File: src/rtl/alu_pkg.sv
// Shared definitions for the accumulator/logic unit: op codes and FSM states.
package alu_pkg;

  localparam logic [3:0] OP_NOP = 4'd0;
  localparam logic [3:0] OP_AND = 4'd1;
  localparam logic [3:0] OP_ADD = 4'd2;
  localparam logic [3:0] OP_ADC = 4'd3;
  localparam logic [3:0] OP_LDA = 4'd4;
  localparam logic [3:0] OP_CLA = 4'd5;
  localparam logic [3:0] OP_CMA = 4'd6;
  localparam logic [3:0] OP_INC = 4'd7;
  localparam logic [3:0] OP_CLE = 4'd8;
  localparam logic [3:0] OP_CME = 4'd9;
  localparam logic [3:0] OP_CIR = 4'd10;
  localparam logic [3:0] OP_CIL = 4'd11;

  // Codes from here upward are reserved and behave like NOP (done still pulses).
  localparam logic [3:0] OP_RSV_FIRST = 4'd12;

  typedef enum logic {
    IDLE = 1'b0,
    ROT  = 1'b1
  } state_t;

endpackage

File: src/rtl/acc_adder.sv
// WIDTH-bit adder with carry-in; shared by ADD, ADC and INC.
module acc_adder #(
  parameter int WIDTH = 8
) (
  input  logic [WIDTH-1:0] i_a,
  input  logic [WIDTH-1:0] i_b,
  input  logic             i_cin,
  output logic [WIDTH-1:0] o_sum,
  output logic             o_carry
);

  // Sum is formed one bit wider so the carry-out falls out as the top bit.
  assign {o_carry, o_sum} = {1'b0, i_a} + {1'b0, i_b} + {{WIDTH{1'b0}}, i_cin};

endmodule

File: src/rtl/acc_logic_unit.sv
// Registered accumulator (AC) and extend bit (E) with single-cycle ops and
// multi-cycle rotate-through-E under a valid/ready handshake.
module acc_logic_unit
  import alu_pkg::*;
#(
  parameter int WIDTH = 8,
  parameter int CNT_W = 3
) (
  input  logic             i_clk,
  input  logic             i_rst,
  input  logic             i_op_valid,
  output logic             o_op_ready,
  input  logic [3:0]       i_op,
  input  logic [CNT_W-1:0] i_amount,
  input  logic [WIDTH-1:0] i_dr,
  output logic [WIDTH-1:0] o_ac,
  output logic             o_e,
  output logic             o_zero,
  output logic             o_neg,
  output logic             o_done
);

  state_t             r_state;
  logic [CNT_W-1:0]   r_count;
  logic               r_dir;
  logic [WIDTH-1:0]   r_ac;
  logic               r_e;
  logic               r_done;

  state_t             w_state_nxt;
  logic [CNT_W-1:0]   w_count_nxt;
  logic               w_dir_nxt;
  logic [WIDTH-1:0]   w_ac_nxt;
  logic               w_e_nxt;
  logic               w_done_nxt;

  logic [WIDTH-1:0]   w_add_b;
  logic               w_add_cin;
  logic [WIDTH-1:0]   w_sum;
  logic               w_carry;
  logic [WIDTH-1:0]   w_rot_ac;
  logic               w_rot_e;

  // INC reuses the adder with b=1 and no carry-in; only ADC feeds E back in.
  assign w_add_b   = (i_op == OP_INC) ? WIDTH'(1) : i_dr;
  assign w_add_cin = (i_op == OP_ADC) & r_e;

  acc_adder #(.WIDTH(WIDTH)) u_adder (
    .i_a     (r_ac),
    .i_b     (w_add_b),
    .i_cin   (w_add_cin),
    .o_sum   (w_sum),
    .o_carry (w_carry)
  );

  // One-bit rotate of {E,AC}; r_dir=1 means left (CIL), 0 means right (CIR).
  assign w_rot_ac = r_dir ? {r_ac[WIDTH-2:0], r_e} : {r_e, r_ac[WIDTH-1:1]};
  assign w_rot_e  = r_dir ? r_ac[WIDTH-1] : r_ac[0];

  // Next-state and datapath decode: single-cycle ops resolve in IDLE, a
  // non-zero rotate parks in ROT and steps once per cycle until count runs out.
  always_comb begin
    w_state_nxt = r_state;
    w_count_nxt = r_count;
    w_dir_nxt   = r_dir;
    w_ac_nxt    = r_ac;
    w_e_nxt     = r_e;
    w_done_nxt  = 1'b0;
    case (r_state)
      IDLE: begin
        if (i_op_valid) begin
          w_done_nxt = 1'b1;
          case (i_op)
            OP_AND: w_ac_nxt = r_ac & i_dr;
            OP_ADD, OP_ADC: begin
              w_ac_nxt = w_sum;
              w_e_nxt  = w_carry;
            end
            OP_LDA: w_ac_nxt = i_dr;
            OP_CLA: w_ac_nxt = '0;
            OP_CMA: w_ac_nxt = ~r_ac;
            OP_INC: w_ac_nxt = w_sum;
            OP_CLE: w_e_nxt  = 1'b0;
            OP_CME: w_e_nxt  = ~r_e;
            OP_CIR, OP_CIL: begin
              if (i_amount != '0) begin
                w_state_nxt = ROT;
                w_count_nxt = i_amount;
                w_dir_nxt   = (i_op == OP_CIL);
                w_done_nxt  = 1'b0;
              end
            end
            default: ;
          endcase
        end
      end
      ROT: begin
        w_ac_nxt    = w_rot_ac;
        w_e_nxt     = w_rot_e;
        w_count_nxt = r_count - CNT_W'(1);
        if (r_count == CNT_W'(1)) begin
          w_state_nxt = IDLE;
          w_done_nxt  = 1'b1;
        end
      end
      default: w_state_nxt = IDLE;
    endcase
  end

  // State and datapath registers; reset aborts any rotate without a done pulse.
  always_ff @(posedge i_clk) begin
    if (i_rst) begin
      r_state <= IDLE;
      r_count <= '0;
      r_dir   <= 1'b0;
      r_ac    <= '0;
      r_e     <= 1'b0;
      r_done  <= 1'b0;
    end else begin
      r_state <= w_state_nxt;
      r_count <= w_count_nxt;
      r_dir   <= w_dir_nxt;
      r_ac    <= w_ac_nxt;
      r_e     <= w_e_nxt;
      r_done  <= w_done_nxt;
    end
  end

  assign o_op_ready = (r_state == IDLE);
  assign o_ac       = r_ac;
  assign o_e        = r_e;
  assign o_done     = r_done;
  assign o_zero     = (r_ac == '0);
  assign o_neg      = r_ac[WIDTH-1];

endmodule

File: config.mk
export PLATFORM = sky130hd
export DESIGN_NAME = acc_logic_unit
export DESIGN_NICKNAME = d
export VERILOG_FILES = /design/src/rtl/alu_pkg.sv /design/src/rtl/acc_adder.sv /design/src/rtl/acc_logic_unit.sv
export SDC_FILE = /design/constraint.sdc
export NUM_CORES = 1
export LEC_CHECK = 0
export CORE_AREA = 5 5 63 65
export DETAILED_ROUTE_END_ITERATION = 10
export DIE_AREA = 0 0 68 70
export GPL_TIMING_DRIVEN = 0
export PLACE_DENSITY = 0.83
export SYNTH_ARGS = -nofsm -noshare
export SYNTH_HDL_FRONTEND = slang
export SYNTH_SLANG_ARGS = --single-unit
File: constraint.sdc
create_clock -name i_clk -period 4 [get_ports i_clk]
set_clock_uncertainty 0.15 [all_clocks]
set_input_delay 0.8 -clock i_clk [delete_from_list [all_inputs] [get_ports i_clk]]
set_output_delay 0.8 -clock i_clk [all_outputs]
set_load 0.005 [all_outputs]
Word level (Yosys, flattened, before mapping) --
Index checks and enable logic that the tools add are counted.
Word-level totals: logic and storage cells 63, output and inout port bits 13, register bits after elaboration 15, input bits 18
Cells by class: bitwise operators 5, add/subtract/negate cells 3, mux-type cells 23, equality and inequality tests 17, reductions and logical operators 9
Operators with widths (count):
- case mux 8 bit (5 select lines) | 1
- two-way mux 8 bit | 3
- equality test 4 x 3 -> 1 bit, second input constant | 4
- equality test 4 bit, second input constant | 4
- case mux 8 bit (2 select lines) | 1
- two-way mux 1 bit | 10
- adder 8 x 8 -> 9 bit | 1
- adder 9 x 1 -> 9 bit | 1
- two-way mux 3 bit | 3
- bitwise AND 8 bit | 1
- equality test 4 x 2 -> 1 bit, second input constant | 2
- zero test 8 bit | 1
- NOT 8 bit | 1
- != test 6 x 2 -> 1 bit, second input constant | 1
- case mux 1 bit (2 select lines) | 3
- case mux 3 bit (2 select lines) | 1
- equality test 4 x 1 -> 1 bit, second input constant | 1
- != test 2 x 1 -> 1 bit, second input constant | 2
- != test 4 x 1 -> 1 bit, second input constant | 1
- AND reduction 2 bit | 2
- AND reduction 4 bit | 1
- OR reduction 2 bit | 2
- equality test 3 x 1 -> 1 bit, second input constant | 1
- case mux 1 bit (3 select lines) | 1
- 7 further kinds | 8

Logic depth before layout (Yosys ltp) --
Gate-level depths: netlist (run 1).
word-level depth 7, gate-level depth with buffers 12, gate-level depth less buffers 11

By module --
From an unflattened synthesis (run 1), not the netlist that was laid out.
Unflattened totals: cells, all modules 194, area, all modules 1594.0 um^2
Modules (own cells, without submodules):
- acc_logic_unit | area each 1262.5 um^2, cells an instance 154, times used 1, sequential area each 300.3 um^2
- acc_adder | area each 331.6 um^2, cells an instance 40, times used 1, sequential area each 0.0 um^2

Least setup slack after synthesis (run 1) --
OpenSTA, ideal clock, no wires.
path kind in2reg, start input port i_op[1], end register r_ac[6] (netlist: o_ac[6]), setup time 91 ps, path slack 533 ps, arrival 3227 ps, path buffers 2, stages on the path 12, cells stage by stage buf_2 clkbuf_1 nand3_1 nand2b_1 fa_1 inv_1 fa_1 nor2b_1 o21a_1 a31o_1 or4b_1 a311oi_1
On the way: cells in the longest elaborated chain, start to end 7, elaborated cells on any way between the ends 17, classes of those cells 2 x add/sub; 8 x eq/ne; 4 x mux; 1 x bitwise; 2 x reduce/logical
RTL lines:
- from (decl) | RTL line acc_logic_unit.sv:13 | input logic [3:0] i_op,
- equality test 4 x 3 -> 1 bit | RTL line acc_logic_unit.sv:45, acc_logic_unit.sv:73
- two-way mux 8 bit | RTL line acc_logic_unit.sv:45 | assign w_add_b = (i_op == OP_INC) ? WIDTH'(1) : i_dr;
- adder 8 x 8 -> 9 bit | RTL line acc_adder.sv:13 | assign {o_carry, o_sum} = {1'b0, i_a} + {1'b0, i_b} + {{WIDTH{1'b0}}, i_cin};
- adder 9 x 1 -> 9 bit | RTL line acc_adder.sv:13
- case mux 8 bit (5 select lines) | RTL line acc_logic_unit.sv:73 | case (i_op)
- two-way mux 8 bit | RTL line acc_logic_unit.sv:71 | if (i_op_valid) begin
- case mux 8 bit (2 select lines) | RTL line acc_logic_unit.sv:69 | case (r_state)
- to (signal assigned) | RTL line acc_logic_unit.sv:123 | r_ac <= w_ac_nxt;
- to (decl) | RTL line acc_logic_unit.sv:26 | logic [WIDTH-1:0] r_ac;
Several ways; a longest one is shown, not always the timed one. The select of a mux whose other input is x is not followed. A chain may end at the register's enable or synchronous reset.

Worst setup path after layout (run 1) --
start input port i_op[2], end register r_ac[6] (netlist: o_ac[6])
The elaborated chain is that of the path after synthesis.

==> results of run 1 <==
==> power by group <==
group / switching, mW / internal, mW / leakage, nW
combinational: 0.0851 / 0.0880 / 0.590
sequential: 0.0156 / 0.158 / 0.122
clock: 0.0537 / 0.0389 / 0.0150
total: 0.154 / 0.285 / 0.728
==> kinds of logic after synthesis <==
| kind of cell | after synthesis | share of synthesized area [%] |
|---|---|---|
| AND/OR/NAND/NOR | 74 | 24.1 |
| flip-flops | 15 | 19.0 |
| buffers and inverters | 23 | 5.77 |
| AO/OA/AOI/OAI | 73 | 31.3 |
| XOR/XNOR | 2 | 1.11 |
| multiplexers | 14 | 9.16 |
| adder cells (fa/ha/maj) | 11 | 9.64 |
==> area by class of cell <==
type | count | area (um2) | area share, %
multi-input combinational | 174 | 1200 | 60.6
timing repair buffer | 30 | 303 | 15.3
sequential | 15 | 300 | 15.2
tap | 46 | 57.6 | 2.92
buffer | 11 | 48.8 | 2.47
inverter | 11 | 41.3 | 2.09
clock buffer | 4 | 26.3 | 1.33
==> per-layer routing <==
| layer | wire length (um) | share of wire [%] | track usage [%] |
|---|---|---|---|
| met5 | 0 | 0 | 0 |
| met3 | 396 | 8.6 | 4.17 |
| met4 | 74 | 1.6 | 5.96 |
| met1 | 2010 | 44 | 27.5 |
| met2 | 2100 | 46 | 30.6 |
==> synthesized netlist by cell type, types with 2 or more instances <==
library cell   n
o311ai_0       3
a211oi_1       5
a41oi_1        2
a31oi_1        4
o21bai_1       3
a2111oi_0      2
inv_1         10
o21ai_0       17
xor2_1         2
and2_1         7
clkbuf_1      10
mux2_2         4
o21a_1         2
or2_2          2
or4b_1         2
mux2i_1       10
dfxtp_1       15
nor2_1        19
fa_1           2
a22o_1         2
ha_1           9
nor3_1         4
a21oi_1       14
nand2_1       17
nand2b_1       6
or4_1          2
nor2b_1        5
a21o_1         2
nand3_1        4
o211ai_1       2
==> critical path, cell delays in order <==
cell	delay (ps)
clkdlybuf4s50_1	410
nor2b_1	140
clkbuf_2	200
nand3_2	190
nand2b_1	110
fa_1	440
inv_1	90
fa_1	200
nor2b_1	60
o21a_1	190
a31o_1	270
or4b_1	500
a311oi_1	250
==> sequential cells by signal, indices dropped and copies added, names as in the netlist <==
register	cells
o_ac	8
r_dir	1
r_state	1
r_count	3
o_e	1
o_done	1
==> cells in the final DEF, fill, tap and decap left out, drive strengths merged, types with 2 or more instances in the layout <==
cell type	instances
and2	7
a211oi	5
nand2	17
o21ai	18
nand2b	6
o21bai	3
o311ai	3
a41oi	2
inv	10
o21a	2
or4b	2
a31oi	4
a31o	2
clkdlybuf4s50	29
nor2	19
nor3	4
or4	2
a21o	2
mux2i	10
or2	2
clkbuf	13
fa	2
nand3	4
a21oi	14
ha	9
a2111oi	2
nor2b	5
xor2	2
buf	2
o211ai	2
dfxtp	15
mux2	4
a22o	2
==> final timing paths <==
path,depth (start not counted),slack (ps),startpoint,end
max reg2reg,10,1260,o_e$_SDFFE_PP0P_,o_ac[6]$_SDFFE_PP0P_
min,2,370,r_count[2]$_SDFFE_PP0P_,r_count[2]$_SDFFE_PP0P_
min reg2reg,2,370,r_count[2]$_SDFFE_PP0P_,r_count[2]$_SDFFE_PP0P_
max,13,200,i_op[2],o_ac[6]$_SDFFE_PP0P_
==> timing repair <==
action	4_1_cts	5_1_grt
pin swaps	0	0
gates resized for setup	1	5
setup endpoints to repair	2	2
hold buffers	0	0
==> stage by stage <==
stage	setup slack, ps	cell area, um2
final	200	1970
after CTS	22.4	1970
after detailed placement	-528	1940
after global routing	17.1	1970
after floorplan	533	1580
after global placement	-503	1940
==> flow_summary.ini, run 1 <==
[setup_path]
start_kind = primary input
path_class = primary input to flip-flop
critPathArrivalTime_ps = 3860
crit_required_ps = 4060
critPathCaptureType = flip-flop
cp_max_fo = 8

[yosys]
yosys.cell_types.count = 54
synth.avg_cell_area_um2 = 7.47
yosysTopAreaCellShare_pct = 19.0
ys_ff_latch = 15
syn-cell-area_um2 = 1580
syn-num-nets = 241
synth_top_area_cell = dfxtp_1
yosysWarningCount = 0
synthFlopType = dfxtp_1
synth_cells = 212
synthTopCellsByArea = dfxtp_1, ha_1, mux2i_1
synth_edf_count = 0
async_flop_share_pct = 0
ys_seq_area_share_pct = 19.0

[timing]
rsz0062_at_grt = false
fmax_mhz = 263
maxSlewViolCount = 0
worst_pin_slew_ps = 591
fin_hold_ws_ps = 369
relSlewSlack_pct = 60.6
setup_viol = 0
hold_violations = 0
finalSetupTns_ps = 0
fin_crit_ps = 3800
finalCritPeriodShare_pct = 95.0

[floorplanning]
die_w_um = 68
ios = 31
chipHeight_um = 70
rows = 21
core_area_um2 = 3280
initial_core_util_pct = 48.2
fp.dieArea_um2 = 4760

[cts]
cts.htree.levels = 1
tritoncts = built
cts_post_setup_buffers_inserted = 0
cts_root_buffer = clkbuf_4
clk-insertion-delay-late_ps = 290
clk_pin_slew_ps = 90
clockBufferDepth = 2
numCtsBuffers = 3
cts_sinks = 15

[power_and_ir_drop]
p_leak_nw = 0.728
total_power_mw = 0.439
peakVddDrop_v = 0.0000977
pwr_density_cell_nw_per_um2 = 223

[job]
cap_violations = 0

[finish]
antenna_cells = 0
fill_cells = 322
postLayoutCoreUtil_pct = 60.1
nets = 275
synthToLayoutAreaGrowth_pct = 24.6
final_cells = 291
drive_above_1_share_pct = 6.53

[global_routing]
antenna_found_initial = 0
track_usage_pct = 19.9
grt_pass1_wl_mm = 7.58
grt_pass1_vias = 1671
grt_overflow_total = 0
grt_start_max_net_pins = 20

[routing]
vias = 1785
firstDrtPassIters = 7
wl_per_cell_um = 15.8
wl_mm = 4.58
ant_nets = 0
avgViaCountPerCell = 6.13
dr.first_iter.drc_count = 200
drc = 0

[placed_design]
io_buffers = 30
dp_hpwl_mm = 3.53
gp_congestion = 0.870
dp.cells = 288

[status]
status = complete, no violations

[hold_path]
hold_class = flip-flop to flip-flop
No activity file was read; power rests on OpenSTA's default activity.
==> run 2: changes to the inputs <==
- clock period: 4 -> 4.4 ns (I/O delays scaled with it)
==> run 2 against run 1 <==
Combinational power decreased by 9%. Design area decreased by 0.44%. Via count increased by 0.50%. Critical endpoint unchanged. Largest cell class unchanged. Largest power group unchanged.
==> flow_summary.ini, run 2 (synthesis results as in run 1) <==
[timing]
finalCritPeriodShare_pct = 94.8
finalSetupTns_ps = 0
hold_violations = 0
fmax_mhz = 240
rsz0062_at_grt = false
relSlewSlack_pct = 60.6
maxSlewViolCount = 0
fin_crit_ps = 4170
setup_viol = 0
worst_pin_slew_ps = 591
fin_hold_ws_ps = 369

[floorplanning]
core_area_um2 = 3280
rows = 21
die_w_um = 68
chipHeight_um = 70
initial_core_util_pct = 48.2
fp.dieArea_um2 = 4760
ios = 31

[hold_path]
min_to = r_count[2]$_SDFFE_PP0P_
hold_depth = 2
hold_class = flip-flop to flip-flop
hp-start = r_count[2]$_SDFFE_PP0P_

[finish]
postLayoutCoreUtil_pct = 59.8
largest_register_ffs = 8
nets = 275
layout_common_cells = clkdlybuf4s50_1, nor2_1, nand2_1, o21ai_0, dfxtp_1
drive_above_1_share_pct = 5.71
final_cell_area_um2 = 1970
fill_cells = 322
synthToLayoutAreaGrowth_pct = 24.1
antenna_cells = 0
final_common_cell = clkdlybuf4s50_1
final_cells = 291

[power_and_ir_drop]
pwr_density_cell_nw_per_um2 = 203
clockPowerShare_pct = 20.9
p_sw_mw = 0.140
seqPwrFrac_pct = 39.6
peakVddDrop_v = 0.0000892
p_comb_share_pct = 39.4
p_int_mw = 0.259
p_leak_nw = 0.715
sw_frac_of_total_pct = 35.1

[routing]
avgViaCountPerCell = 6.16
ant_nets = 0
dr.first_iter.drc_count = 187
drc = 0
wl_mm = 4.58
wl_per_cell_um = 15.7
vias = 1794
firstDrtPassIters = 5

[global_routing]
grt_pass1_wl_mm = 7.58
met3_usage_pct = 4.33
grt_busiest_layer = met2
grt_pass1_vias = 1673
antenna_found_initial = 0
grt_start_max_net_pins = 11
met1_usage_pct = 27.3
grt_overflow_total = 0
track_usage_pct = 19.9
met2_usage_pct = 30.2

[placed_design]
dp_hpwl_mm = 3.53
gp_congestion = 0.870
place_area_um2 = 1940
io_buffers = 30
dp.cells = 288

[setup_path]
critPathArrivalTime_ps = 4230
crit_required_ps = 4460
rr_endpoint = o_ac[6]$_SDFFE_PP0P_
r2r_setup_slack_ps = 1660
reg2reg_depth = 10
reg2reg_from = o_e$_SDFFE_PP0P_
start_kind = primary input
path_class = primary input to flip-flop
cp_max_fo = 8
critPathCaptureType = flip-flop

[cts]
cts_root_buffer = clkbuf_4
clockBufferDepth = 2
numCtsBuffers = 3
clk_pin_slew_ps = 90
cts_sinks = 15
ctsHoldBuffers = 0
tritoncts = built
cts.htree.levels = 1
clk-insertion-delay-late_ps = 290

[status]
status = complete, no violations

[job]
cap_violations = 0
run 2: cell types whose count changed in the layout (fill, tap and decap cells not counted), sizes merged:
cell,delta
clkdlybuf4s50,+1
dlymetal6s2s,-1
run 2: critical path, stage by stage:
cell	delay (ps)
clkdlybuf4s50_1	600
nor2b_1	80
clkbuf_2	200
nand3_1	310
nand2b_1	150
fa_1	450
inv_1	90
fa_1	200
nor2b_1	50
o21a_1	190
a31o_1	270
or4b_1	500
a311oi_1	260
run 2: repair_timing:
action / CTS / global route
resized for setup: 0 / 2
setup buffers: 0 / 0
setup endpoints to repair: 0 / 2
run 2: cell type report:
cell class | instances | area, um2 | share of cell area [%]
Multi-Input combinational cell | 174 | 1190 | 60.7
Sequential cell | 15 | 300 | 15.3
Buffer | 11 | 47.5 | 2.42
Clock buffer | 4 | 26.3 | 1.34
Inverter | 11 | 41.3 | 2.10
Tap cell | 46 | 57.6 | 2.93
Timing Repair Buffer | 30 | 300 | 15.3
run 2: stage by stage:
| stage | total power [mW] | setup slack (ps) |
|---|---|---|
| after floorplan | 0.252 | 853 |
| after global placement | 0.313 | -183 |
| after detailed placement | 0.316 | -208 |
| after CTS | 0.398 | 85.0 |
| after global routing | 0.425 | 81.0 |
| final | 0.399 | 228 |
run 2: worst max-delay path by stage:
stage	from	to	slack, ps	cells after the start
after global routing	i_op[0]	o_ac[7]$_SDFFE_PP0P_	80	11
after detailed placement	i_op[1]	o_ac[6]$_SDFFE_PP0P_	-210	11
after global placement	i_op[1]	o_ac[6]$_SDFFE_PP0P_	-180	11
after CTS	i_op[1]	o_ac[6]$_SDFFE_PP0P_	80	11
final	i_op[3]	o_ac[6]$_SDFFE_PP0P_	230	13
after floorplan	i_op[1]	o_ac[6]$_SDFFE_PP0P_	850	12
run 2: layer usage:
layer	part of all wire, %	up-vias
met3	9.8	10
met4	2.0	0
li1	-	856
met2	45	101
met5	0	-
met1	43	827
run 2: power groups by stage:
stage	Clock (mW)	Sequential (mW)	Combinational, mW
floorplan	0	0.157	0.0949
global placement	0	0.160	0.153
detailed placement	0	0.161	0.155
CTS	0.0845	0.158	0.156
global route	0.0918	0.159	0.174
finish	0.0835	0.158	0.157
==> patch 1, RTL diff (flow settings as in run 1) <==
Take the reset off `r_ac` and load it in a clocked block of its own.
--- a/src/rtl/acc_logic_unit.sv
+++ b/src/rtl/acc_logic_unit.sv
@@ -114,5 +114,4 @@
       r_count <= '0;
       r_dir   <= 1'b0;
-      r_ac    <= '0;
       r_e     <= 1'b0;
       r_done  <= 1'b0;
@@ -121,8 +120,11 @@
       r_count <= w_count_nxt;
       r_dir   <= w_dir_nxt;
-      r_ac    <= w_ac_nxt;
       r_e     <= w_e_nxt;
       r_done  <= w_done_nxt;
     end
+  end
+
+  always_ff @(posedge i_clk) begin
+    r_ac <= w_ac_nxt;
   end
 
Check against the original RTL: not equivalent (a bounded check fails within 4 cycles, from zero or initial values and one cycle with i_rst high).
==> patch 1 against run 1 <==
- clock power grew 3.0%
- synthesized area up 5.4%
- final cell count down 5.2%
- sequential cell count unchanged
- worst setup slack got worse by 0.014 ns
- utilization grew 2.4 points
- synthesized cell count decreased by 6.6%
- via count fell by 9.5%
- maximum frequency shrank 0.37%
- sequential power rose by 11%
- wire length shrank 5.9%
- design area up 3.9%
- total power grew 9.6%
- highest routed layer unchanged
==> patch 1: results (changes against run 1) <==
stage,metric,value,unit,change
run_status,status,"finished, final reports clean",,unchanged
finish,largest_reg_flops,8,,unchanged
global_routing,grt_start_max_net_pins,11,,was 20
route,firstDrtPassIters,4,,was 7
worst_setup_path,worstPathArrival,3.72,ns,was 3.86 ns
synth,ys.flop_type,edfxtp_1,,was dfxtp_1
power,p_int,0.000311,W,was 0.000285 W
power,p_leak,0.762,nW,was 0.728 nW
route,wl,4320,microns,was 4580 microns
sta,holdWs,0.333,ns,was 0.369 ns
sta,relSlewSlack,61.3,%,was 60.6%
finish,num_antenna_cells,0,,unchanged
route,num_vias,1616,,was 1785
finish,nNetsFinal,260,,was 275
worst_setup_path,reg2reg_slack,1.05,ns,was 1.26 ns
route,drtIter0Drc,154,,was 200
finish,instances_no_fill,276,,was 291
power,peakVddDrop,0.154,mV,was 0.0977 mV
placement,io_buffers,29,,was 30
global_routing,grt_pass1_wl,7530,microns,was 7580 microns
worst_setup_path,critPathSlowestCell,clkdlybuf4s50_1,,was or4b_1
power,clockNetworkPower,0.0000954,W,was 0.0000926 W
power,seq_power_share,40.1,%,was 39.5%
synth,synth_cell_types,56,,was 54
finish,drive_gt1_share,9.13,%,was 6.53%
synth,synth_common_cells,"a21oi_1 (20), nand2_1 (15), nor2_1 (14), inv_1 (11), mux2i_1 (11)",,"was nor2_1 (19), nand2_1 (17), o21ai_0 (17), dfxtp_1 (15), a21oi_1 (14)"
synth,ys_top_cells_by_area,"edfxtp_1 (14%), dfxtp_1 (8.4%), ha_1 (6.7%)",,"was dfxtp_1 (19%), ha_1 (7.1%), mux2i_1 (6.3%)"
worst_setup_path,r2r-end,o_ac[6],,unchanged
synth,syn_nets,227,,was 241
placement,place_inst,273,,was 288
clock_network,clk_pin_slew,0.11,ns,was 0.09 ns
clock_network,numCtsBuffers,3,,unchanged
global_routing,grtUsageTotal,20.1,%,was 19.9%
synth,synth_edf_count,8,,was 0
placement,dp_hpwl,3270,microns,was 3530 microns
synth,netlist_instances,198,,was 212
synth,yosys.area.top_type_share,14.4,%,was 19.0%
worst_setup_path,crit_fanout,10,,was 8
clock_network,post_cts_resized,2,,was 1
[patch 1: cell count changes after synthesis, sizes merged, moves of 4 or more]
cell           run 1  this run
o21ai             18        10
a21oi             14        20
edfxtp             0         8
a211oi             5         9
buf                2         7
clkbuf            10         3
dfxtp             15         7
nor2              19        14
[patch 1: final cells by class]
type,count,area [sq um]
flip-flops and latches,15,380
clock inverters,1,5.00
well taps,46,57.6
multi-input cells,162,1190
plain buffers,9,67.6
inverters,11,41.3
fillers,300,1230
repair buffers,29,290
clock buffers,3,22.5
[patch 1: stage by stage]
stage	cell area (sq um)	util [%]	total power (W)	worst slack, ns
floorplan	1670	-	0.000319	0.658
global placement	2020	61.4	0.000383	-0.413
detailed placement	2020	61.4	0.000387	-0.451
CTS	2060	62.6	0.000482	0.0678
global route	2050	62.5	0.000512	0.0159
finish	2050	62.5	0.000482	0.186
[patch 1: worst max-delay path by stage]
stage	from	slack, ns	cells after the start	endpoint
6_report	i_op[2]	0.19	13	o_ac[6]
5_1_grt	i_op[2]	0.02	13	o_ac[6]
4_1_cts	i_op[1]	0.07	13	o_ac[6]
3_5_place_dp	i_op[1]	-0.45	13	o_ac[6]
3_3_place_gp	i_op[1]	-0.41	13	o_ac[6]
2_1_floorplan	i_op[3]	0.66	12	o_ac[6]
[patch 1: kinds of logic after synthesis]
family	share of synthesized area [%]
adders and majority gates	9.15
buffers and inverters	6.82
xor gates and xnor gates	0.525
DFF	22.8
muxes	7.27
AOI/OAI and AO/OA	27.3
and+or+nand+nor	26.2
[patch 1: per-layer routing]
layer / part of all wire [%] / GRT usage [%] / vias up
li1: - / - / 812
met1: 46 / 29.8 / 750
met2: 47 / 30.2 / 52
met3: 6.7 / 2.24 / 2
met4: 0.67 / 5.74 / 0
met5: 0 / 0 / -
==> patch 2, RTL diff (config.mk and constraints of run 1) <==
Without the edit above. `WIDTH` is set to 8 in 2 places; all go to 10.
--- a/src/rtl/acc_adder.sv
+++ b/src/rtl/acc_adder.sv
@@ -1,5 +1,5 @@
 // WIDTH-bit adder with carry-in; shared by ADD, ADC and INC.
 module acc_adder #(
-  parameter int WIDTH = 8
+  parameter int WIDTH = 10
 ) (
   input  logic [WIDTH-1:0] i_a,
--- a/src/rtl/acc_logic_unit.sv
+++ b/src/rtl/acc_logic_unit.sv
@@ -4,5 +4,5 @@
   import alu_pkg::*;
 #(
-  parameter int WIDTH = 8,
+  parameter int WIDTH = 10,
   parameter int CNT_W = 3
 ) (
Interface: changed (resized i_dr and o_ac); port bits go from 31 to 35. No check against the original RTL was run, so the function may have changed too.
==> patch 2 against run 1 <==
- synthesized cell count grew 26%
- total power is 19% higher
- worst setup slack got worse by 0.021 ns
- design area is 20% higher
- clock power grew 12%
- sequential cell count is 2 higher
- count of clock-buffer cells in the layout is the same
- wire length increased by 33%
- synthesized area increased by 23%
- largest cell class unchanged
==> patch 2: results (changes against run 1) <==
stage,metric,value,unit,change
finish,drive_gt1_share,6.93,%,was 6.53%
route,drtIter0Drc,257,,was 200
global_routing,grt_start_max_net_pins,11,,was 20
route,firstDrtPassIters,5,,was 7
finish,largest_reg_flops,10,,was 8
power,peakVddDrop,0.103,mV,was 0.0977 mV
global_routing,grtUsageTotal,26.5,%,was 19.9%
finish,instances_no_fill,349,,was 291
global_routing,grt_pass1_wl,9880,microns,was 7580 microns
power,swShare,38.2,%,was 35.1%
placement,io_buffers,32,,was 30
worst_setup_path,crit_fanout,10,,was 8
finish,nNetsFinal,337,,was 275
sta,holdWs,0.357,ns,was 0.369 ns
synth,synth_common_cells,"a21oi_1 (25), nor2_1 (22), nand2_1 (20), dfxtp_1 (17), mux2i_1 (14)",,"was nor2_1 (19), nand2_1 (17), o21ai_0 (17), dfxtp_1 (15), a21oi_1 (14)"
run_status,status,"finished, final reports clean",,unchanged
finish,n_fill_cell,308,,was 322
route,num_vias,2288,,was 1785
synth,seq_area_frac_synth,17.4,%,was 19.0%
clock_network,clk_latency,0.31,ns,was 0.29 ns
worst_setup_path,worstPathArrival,3.92,ns,was 3.86 ns
placement,place_inst,345,,was 288
placement,dpl-instance-area,0.00233,sq mm,was 0.00194 sq mm
synth,syn_nets,300,,was 241
placement,place_congestion,0.903,,was 0.870
synth,syn_avg_cell_area,7.32,sq um,was 7.47 sq um
==> patch 2: logic make-up after synthesis <==
kind of cell    Yosys count  synth area share (%)
simple gates             98                  27.0
compound gates           93                  31.9
buf+inv                  30                  6.59
flops                    17                  17.4
mux                      14                  7.17
fa+ha+maj                13                  9.09
xor+xnor                  2                 0.896
==> patch 2: power by group through the flow <==
stage | sequential [W] | combinational [W] | clock [W]
after floorplan | 0.000197 | 0.000137 | 0
after global placement | 0.000201 | 0.000213 | 0
after detailed placement | 0.000201 | 0.000216 | 0
after CTS | 0.000197 | 0.000217 | 0.000103
after global routing | 0.000200 | 0.000244 | 0.000111
final | 0.000198 | 0.000222 | 0.000104
==> patch 2: area by class of cell <==
cell class | instances | share of cell area [%]
well taps | 46 | 2.42
inverters | 14 | 2.21
flip-flops and latches | 17 | 14.3
plain buffers | 16 | 3.27
repair buffers | 32 | 13.5
clock buffers | 4 | 1.11
multi-input cells | 220 | 63.2
==> patch 2: per-stage QoR <==
step / setup WS [ns] / setup TNS, ns
finish: 0.179 / 0
detailed placement: -0.370 / -2.50
global placement: -0.429 / -2.87
floorplan: 0.626 / 0
CTS: 0.0420 / 0
global route: 0.0205 / 0
==> patch 2: layer usage <==
| layer | track usage [%] | up-vias | wire (microns) |
|---|---|---|---|
| met5 | 0 | - | 0 |
| met2 | 41.4 | 123 | 2850 |
| met1 | 36.8 | 1072 | 2520 |
| met4 | 10.4 | 0 | 174 |
| met3 | 2.24 | 21 | 540 |
| li1 | - | 1072 | - |
==> patch 2: path summary, 6_finish.rpt <==
kind | start | end | cells after the start
worst max-delay path | i_op[3] | o_ac[8] | 12
worst min-delay path | r_count[2] | r_count[2] | 2
worst max register to register | o_e | o_ac[8] | 8
worst min register to register | r_count[2] | r_count[2] | 2
==> patch 2: tightest hold or removal path: stages (launching register included) <==
cell,delay (ns)
dfxtp_1,0.33
o21ai_0,0.08
a21oi_1,0.07
==> patch 2: what timing repair did <==
item / in CTS / in global routing
hold buffers: 0 / 0
endpoints found under the setup margin: 3 / 7
buffers inserted: 0 / 0
resized for setup: 1 / 4
